$ cat src/rtl/instruction_fetch.sv
// Instruction fetch unit: FSM-driven memory requests feeding a small PC-tagged instruction FIFO.
// Optional misaligned-redirect fault detection is enabled by defining IFETCH_MISALIGN_CHECK_EN.
module instruction_fetch #(
    parameter logic [31:0] RESET_VECTOR = 32'h0000_0000,
    parameter int          FIFO_DEPTH   = 2
) (
    input  logic        clk,
    input  logic        rst,
    input  logic        redirect_i,
    input  logic [31:0] redirect_pc_i,
    output logic        mem_req_o,
    output logic [31:0] mem_addr_o,
    input  logic        mem_ack_i,
    input  logic [31:0] mem_data_i,
    output logic        instr_valid_o,
    output logic [31:0] instr_o,
    output logic [31:0] instr_pc_o,
    input  logic        instr_ready_i,
    output logic        instr_misaligned_o
);
    localparam int AW = (FIFO_DEPTH > 1) ? $clog2(FIFO_DEPTH) : 1;
    localparam int CW = AW + 1;
    localparam logic [CW-1:0] FULL = CW'(FIFO_DEPTH);

    typedef enum logic [1:0] {IDLE, FETCH, STALL, HALT} state_t;

    state_t          state, state_next;
    logic [31:0]     fetch_pc;
    logic [31:0]     data_mem [FIFO_DEPTH];
    logic [31:0]     pc_mem   [FIFO_DEPTH];
    logic [AW-1:0]   rd_ptr, wr_ptr;
    logic [CW-1:0]   count, count_next;
    logic            push, pop;
    logic            misalign_redirect;
    logic [31:0]     redirect_target;
    logic            misaligned;
    logic [31:0]     fault_pc;

    assign mem_req_o     = (state == FETCH);
    assign mem_addr_o    = fetch_pc;
    assign instr_valid_o = (count != '0);

    // A redirect beats both an arriving ack and a consumer pop.
    assign push = mem_req_o && mem_ack_i && !redirect_i;
    assign pop  = instr_valid_o && instr_ready_i && !redirect_i;

    assign count_next = redirect_i ? '0 : (count + CW'(push) - CW'(pop));

`ifdef IFETCH_MISALIGN_CHECK_EN
    assign misalign_redirect = redirect_i && (redirect_pc_i[1:0] != 2'b00);
    assign redirect_target   = redirect_pc_i;

    always_ff @(posedge clk) begin
        if (rst) begin
            misaligned <= 1'b0;
            fault_pc   <= '0;
        end else if (redirect_i) begin
            misaligned <= misalign_redirect;
            fault_pc   <= redirect_pc_i;
        end
    end
`else
    assign misalign_redirect = 1'b0;
    assign redirect_target   = redirect_pc_i & 32'hFFFF_FFFC;
    assign misaligned        = 1'b0;
    assign fault_pc          = '0;
`endif

    assign instr_misaligned_o = misaligned;
    assign instr_o    = instr_valid_o ? data_mem[rd_ptr] : '0;
    assign instr_pc_o = instr_valid_o ? pc_mem[rd_ptr] : (misaligned ? fault_pc : '0);

    // Stall decisions look at the post-update occupancy so a pop re-opens fetch next cycle.
    always_comb begin
        state_next = state;
        case (state)
            IDLE:    state_next = FETCH;
            FETCH:   if (count_next == FULL) state_next = STALL;
            STALL:   if (count_next < FULL)  state_next = FETCH;
            HALT:    state_next = HALT;
            default: state_next = IDLE;
        endcase
        if (redirect_i)
            state_next = misalign_redirect ? HALT : FETCH;
    end

    always_ff @(posedge clk) begin
        if (rst) begin
            state    <= IDLE;
            fetch_pc <= RESET_VECTOR;
            count    <= '0;
            rd_ptr   <= '0;
            wr_ptr   <= '0;
        end else begin
            state <= state_next;
            count <= count_next;
            if (redirect_i) begin
                fetch_pc <= redirect_target;
                rd_ptr   <= '0;
                wr_ptr   <= '0;
            end else begin
                if (push) begin
                    data_mem[wr_ptr] <= mem_data_i;
                    pc_mem[wr_ptr]   <= fetch_pc;
                    wr_ptr           <= wr_ptr + 1'b1;
                    fetch_pc         <= fetch_pc + 32'd4;
                end
                if (pop)
                    rd_ptr <= rd_ptr + 1'b1;
            end
        end
    end
endmodule
$ cat config.mk
export PLATFORM = sky130hd
export DESIGN_NAME = instruction_fetch
export DESIGN_NICKNAME = d
export VERILOG_FILES = /design/src/rtl/instruction_fetch.sv
export SDC_FILE = /design/constraint.sdc
export NUM_CORES = 1
export LEC_CHECK = 0
export BUFFER_PORTS_ARGS = -buffer_cell sky130_fd_sc_hd__buf_2
export CAP_MARGIN = 20
export CORE_ASPECT_RATIO = 2
export CORE_MARGIN = 1
export CORE_UTILIZATION = 56
export CTS_BUF_LIST = sky130_fd_sc_hd__clkbuf_8 sky130_fd_sc_hd__clkbuf_16
export DETAILED_ROUTE_END_ITERATION = 12
export PLACE_DENSITY = 0.83
export SYNTH_ARGS = -nofsm -noshare
export SYNTH_HDL_FRONTEND = slang
export SYNTH_SLANG_ARGS = --single-unit
$ cat constraint.sdc
create_clock -name clk -period 17.45 [get_ports clk]
set_clock_uncertainty 0.1 [all_clocks]
set_input_delay 0.8725 -clock clk [delete_from_list [all_inputs] [get_ports clk]]
set_output_delay 0.8725 -clock clk [all_outputs]
set_load 0.02 [all_outputs]
# Yosys cells after proc, flatten, opt, wreduce, memory -nomap -nowiden
# Memories as Yosys holds them, arrays and structs flattened. A register that Yosys moved wholly into a read port is not among the register bits.
# Index checks and enable logic that the tools add are counted.
[op_classes] n_addsub=5 mul=0 div_mod_pow=0 n_lt_le_gt_ge=1 eq_ne=8 n_shift=0 n_mux=17 bitwise=0 n_reduce_logical=11
[ops] cell="2-to-1 mux 32 bit" count=4
[ops] cell="adder 32 x 3 -> 32 bit (second input constant)" count=1
[ops] cell="2-to-1 mux 1 bit" count=9
[ops] cell="one-hot mux 2 bit (4 select lines)" count=1
[ops] cell="== test 2 bit (second input constant)" count=3
[ops] cell="2-to-1 mux 2 bit" count=3
[ops] cell="logical AND 1 bit" count=4
[ops] cell="AND reduction 2 bit" count=2
[ops] cell="nonzero test 2 bit" count=2
[ops] cell="!= test 3 x 2 -> 1 bit (second input constant)" count=1
[ops] cell="!= test 3 bit (second input constant)" count=1
[ops] cell="adder 1 bit (second input constant)" count=2
[ops] cell="adder 2 x 1 -> 2 bit" count=1
[ops] cell="== test 2 x 1 -> 1 bit (second input constant)" count=1
[ops] cell="zero test 2 bit" count=1
[ops] cell="< comparator 2 bit (second input constant)" count=1
[ops] cell="!= test 2 x 1 -> 1 bit (second input constant)" count=1
[ops] cell="!= test 2 bit (second input constant)" count=1
[ops] cell="OR reduction 2 bit" count=1
[ops] cell="subtractor 2 x 1 -> 2 bit" count=1
[ops] cell="zero test 1 bit" count=1
[totals] register_bits=38 latch_bits=0 ramBits=128 mem_bits_ro=0 elab_cells=51 memories=2
[memory_table] memory="data_mem" words=2 width=32 rd=1 rd_clocked_by_memory_dff=1 write_ports=1 line="29" source="logic [31:0] data_mem [FIFO_DEPTH];"
[memory_table] memory="pc_mem" words=2 width=32 rd=1 rd_clocked_by_memory_dff=1 write_ports=1 line="30" source="logic [31:0] pc_mem [FIFO_DEPTH];"

# Longest topological paths before layout
[depth] word_depth=10 ltp_mapped=12

# Worst setup path after synthesis
# Ideal clock, no wire load.
[synth_timing] path_kind="input-to-reg" from="in redirect_i" to="mem data_mem[0][0], enable pin" setup_ns=0.558 t_arrival_ns=5.727 required_time_ns=16.792 path_slack_ns=11.065 path_stages=4 n_path_buf=2 path_cell_list="clkbuf_1 -> or2_2 -> clkbuf_1 -> nor3_1"
[synth_between] elab_chain_len=6
[synth_rtl] item="start, declared" line="9" source="input logic redirect_i,"
[synth_rtl] item="zero test 1 bit" line="44" source="assign push = mem_req_o && mem_ack_i && !redirect_i;"
[synth_rtl] item="logical AND 1 bit" line="44"
[synth_rtl] item="2-to-1 mux 1 bit" line="102" source="if (push) begin"
[synth_rtl] item="2-to-1 mux 1 bit *" line="97" source="if (redirect_i) begin"
[synth_rtl] item="2-to-1 mux 1 bit *" line="88" source="if (rst) begin"
[synth_rtl] item="2-to-1 mux 1 bit (implied by the code) *" line="103" source="data_mem[wr_ptr] <= mem_data_i;"
[synth_rtl] item="end, declared" line="29"
# Every way passes the cells marked *; elsewhere a longest branch is shown, timed or not.

# Worst setup path after layout
[layout_timing] from="in rst" to="mem data_mem[0][17], enable pin"
[layout_between] elab_chain_len=2
[layout_rtl] item="start, declared" line="8" source="input logic rst,"
[layout_rtl] item="2-to-1 mux 1 bit" line="88"
[layout_rtl] item="2-to-1 mux 1 bit (implied by the code)" line="103"
# Every way passes these cells.

==> out/results.txt <==
FF-to-FF End - data_mem[0][17]
R2R setup slack - 14650 ps
Max-slew headroom - 0.287
CTS max path bufs - 2
slowest CP cell - buf_4
Hold Crit Start - rd_ptr
pin count of the biggest net entering global routing - 63
share of cells above drive strength 1 - 0.288
grt total ovfl - 0
Clk Latency, worst-skew pair - 410 ps
Root Driver - clkbuf_16
vias in the first global route - 4741
DR vias - 4952
Yosys top cell by area - edfxtp_1
Core ar. - 11800 um2
worst vdd ir - 0.0878 mV
nature of the critical path startpoint - input port
number of placed I/O pins - 168
global route hottest layer - met2
met1 Use GR - 0.263
count of cell types in the netlist - 47
Yosys Warn Count - 0
Hold Crit Depth - 2
GRT Util Overall - 0.243
Filler Cells Inserted - 847
post-cts sizing count - 0
asr flop ratio synth - 0
final count of negative-setup-slack endpoints - 0
final net count - 764
Post-synth EDFFs - 124
cts hold-fix bufs - 0
GR Util met3 - 0.0521
Rows - 56
Pleak - 0.00307 uW
global-route wire length before repair - 22.9 mm
Antenna Nets Post-Route - 0
final worst setup slack - 14350 ps
vias per cell - 5.82
routed len/inst - 17.6 um
CTS tree - yes
Iter 0 DRT Violations - 277
Syn-to-layout area delta - 21.0%
number of max-cap violations - 0
initial antenna violation count - 1
crit end category - register
Worst path top cell family by delay - simple AND/OR/NAND/NOR gates
# H-tree levels - 4
Critical Path AT - 3040 ps
Primary FF master, synth - edfxtp_1
final worst-path cycle share - 0.178
pre-CTS WS - 13920 ps
DP Wirelength - 10.1 mm
#FFs+latches synth - 161
Seq/Total Area, Yosys - 0.651
CP Class - in -> reg
power density over the cells - 100 nW/um2
Hold Vio Cnt, Final - 0
die area - 12700 um2
Post-Syn Area - 6860 um2
Least-Margin Pin Slew - 1070 ps
Tot Pwr - 830 uW
utilization after layout - 0.701
fin. max-slew vios - 0
chip width - 80.3 um
Starting Density - 0.579
Die H - 159 um
Worst path max stage delay - 690 ps
number of clock sinks - 161
Area contributors post-synth - edfxtp_1 (54%), dfxtp_1 (11%), mux2i_1 (9.0%), nor2_1 (5.3%), a311oi_1 (1.8%)
Post-CTS Setup Inserts - 0
Post-route DRC - 0
Worst R2R Path Depth - 3
worst-path cell chain - buf_2, or2_2, nor3_2, buf_4
met2 layer usage reported by global route - 0.427
mean post-synth cell area - 12.7 um2
GPL Wtd Cong - 0.840
Port Buf Inserts - 160
HP Class - reg -> reg
Fin Setup TNS - 0 ps
Num CTS Buffers - 17
critical path buffer and inverter count - 2
top cell type's share of synthesized area - 0.543
WP depth - 4
RSZ-0062 raised after global routing - false
WL final - 15.0 mm
min Tclk post-route - 3100 ps
status - finished, final reports clean
R2R Path Start - state[1]
Cells after Synth - 542
Critical Path Source - rst
Peak Freq - 323 MHz
Crit path required time - 17390 ps
CP Max Fanout - 53
1st-pass router iterations - 4
Worst-path clk slew - 60 ps
## Yosys cell counts, types with 4 or more instances
master and number:
nand3_1 12, or4_1 10, and4_1 5, nand2_1 18, nor2_1 97, inv_1 10
a21oi_1 6, buf_4 5, and3_1 4, a311oi_1 14, dfxtp_1 37, and2_1 4
mux2i_1 62, xor2_1 4, edfxtp_1 124, xnor2_1 6, nand4_1 11, buf_1 8
nor4_1 10, o21ai_0 5, nor3_1 8, o31ai_1 13, clkbuf_1 22, a211oi_1 12
## tightest hold or removal path, cell delays in order, from the launching register on
cell,delay (ps)
dfxtp_1,320
xor2_1,80
nor2_1,70
## state kept, by name, summed over array words and instances (netlist names), named ones only
signal and count:
rd_ptr 1, count 2, mem_addr_o 30, pc_mem 60, data_mem 64, state 2
wr_ptr 1
## how the worst max path moves through the flow
| stage | to | slack [ps] |
|---|---|---|
| after floorplan | data_mem[0][0] | 11070 |
| after global placement | pc_mem[0][17] | 14000 |
| after detailed placement | pc_mem[0][11] | 13920 |
| after CTS | pc_mem[0][13] | 14350 |
| after global routing | pc_mem[0][13] | 14190 |
| final | data_mem[0][17] | 14350 |
## routing by layer
layer	wire, um	part of all wire	vias to the layer above
li1	-	-	2337
met4	648	0.043	0
met1	5430	0.36	2354
met3	768	0.051	39
met2	8100	0.54	222
met5	0	0	-
## area by class of cell
cell class / count / area (um2) / area share
sequential: 161 / 4470 / 0.538
multi-input combinational: 338 / 2220 / 0.267
timing repair buffer: 164 / 831 / 0.100
clock buffer: 17 / 425 / 0.0513
tap: 145 / 181 / 0.0219
clock inverter: 15 / 135 / 0.0163
inverter: 10 / 37.5 / 0.00452
antenna: 1 / 2.50 / 0.000301
## where the power goes
| part | internal (uW) | switching, uW |
|---|---|---|
| Sequential | 422 | 12.9 |
| Clock | 197 | 147 |
| Combinational | 19.5 | 32.5 |
## metrics by stage
stage                     cells  hold WS, ps  instance area (um2)
after global routing        851          430                 8300
after detailed placement    818          389                 7740
after global placement      818          383                 7740
after CTS                   850          403                 8300
final                       851          401                 8300
after floorplan             546          372                 6870
## cells by family (layout without fill, tap and decap cells)
logic type	after synthesis	after routing	synth area share
compound gates	57	57	0.0611
fa+ha+maj	3	3	0.00547
mux	63	63	0.0921
simple gates	199	199	0.144
xor+xnor	11	11	0.0161
flops	161	161	0.651
buf+inv	47	206	0.0297
other cells	1	6	0.000547
## cells in the final DEF (no fill, tap or decap), types with 6 or more instances in the layout
cell type,instances
a211oi_1,12
o31ai_1,13
nor4_1,10
nand2_1,18
edfxtp_1,124
nor3_1,7
dfxtp_1,36
a311oi_1,14
mux2i_1,62
inv_1,10
a21oi_1,6
nand4_1,11
xnor2_1,6
nand3_1,12
or4_1,10
nor2_1,96
buf_2,160
clkbuf_16,17
Note: power is estimated with default switching activity, not from simulation.
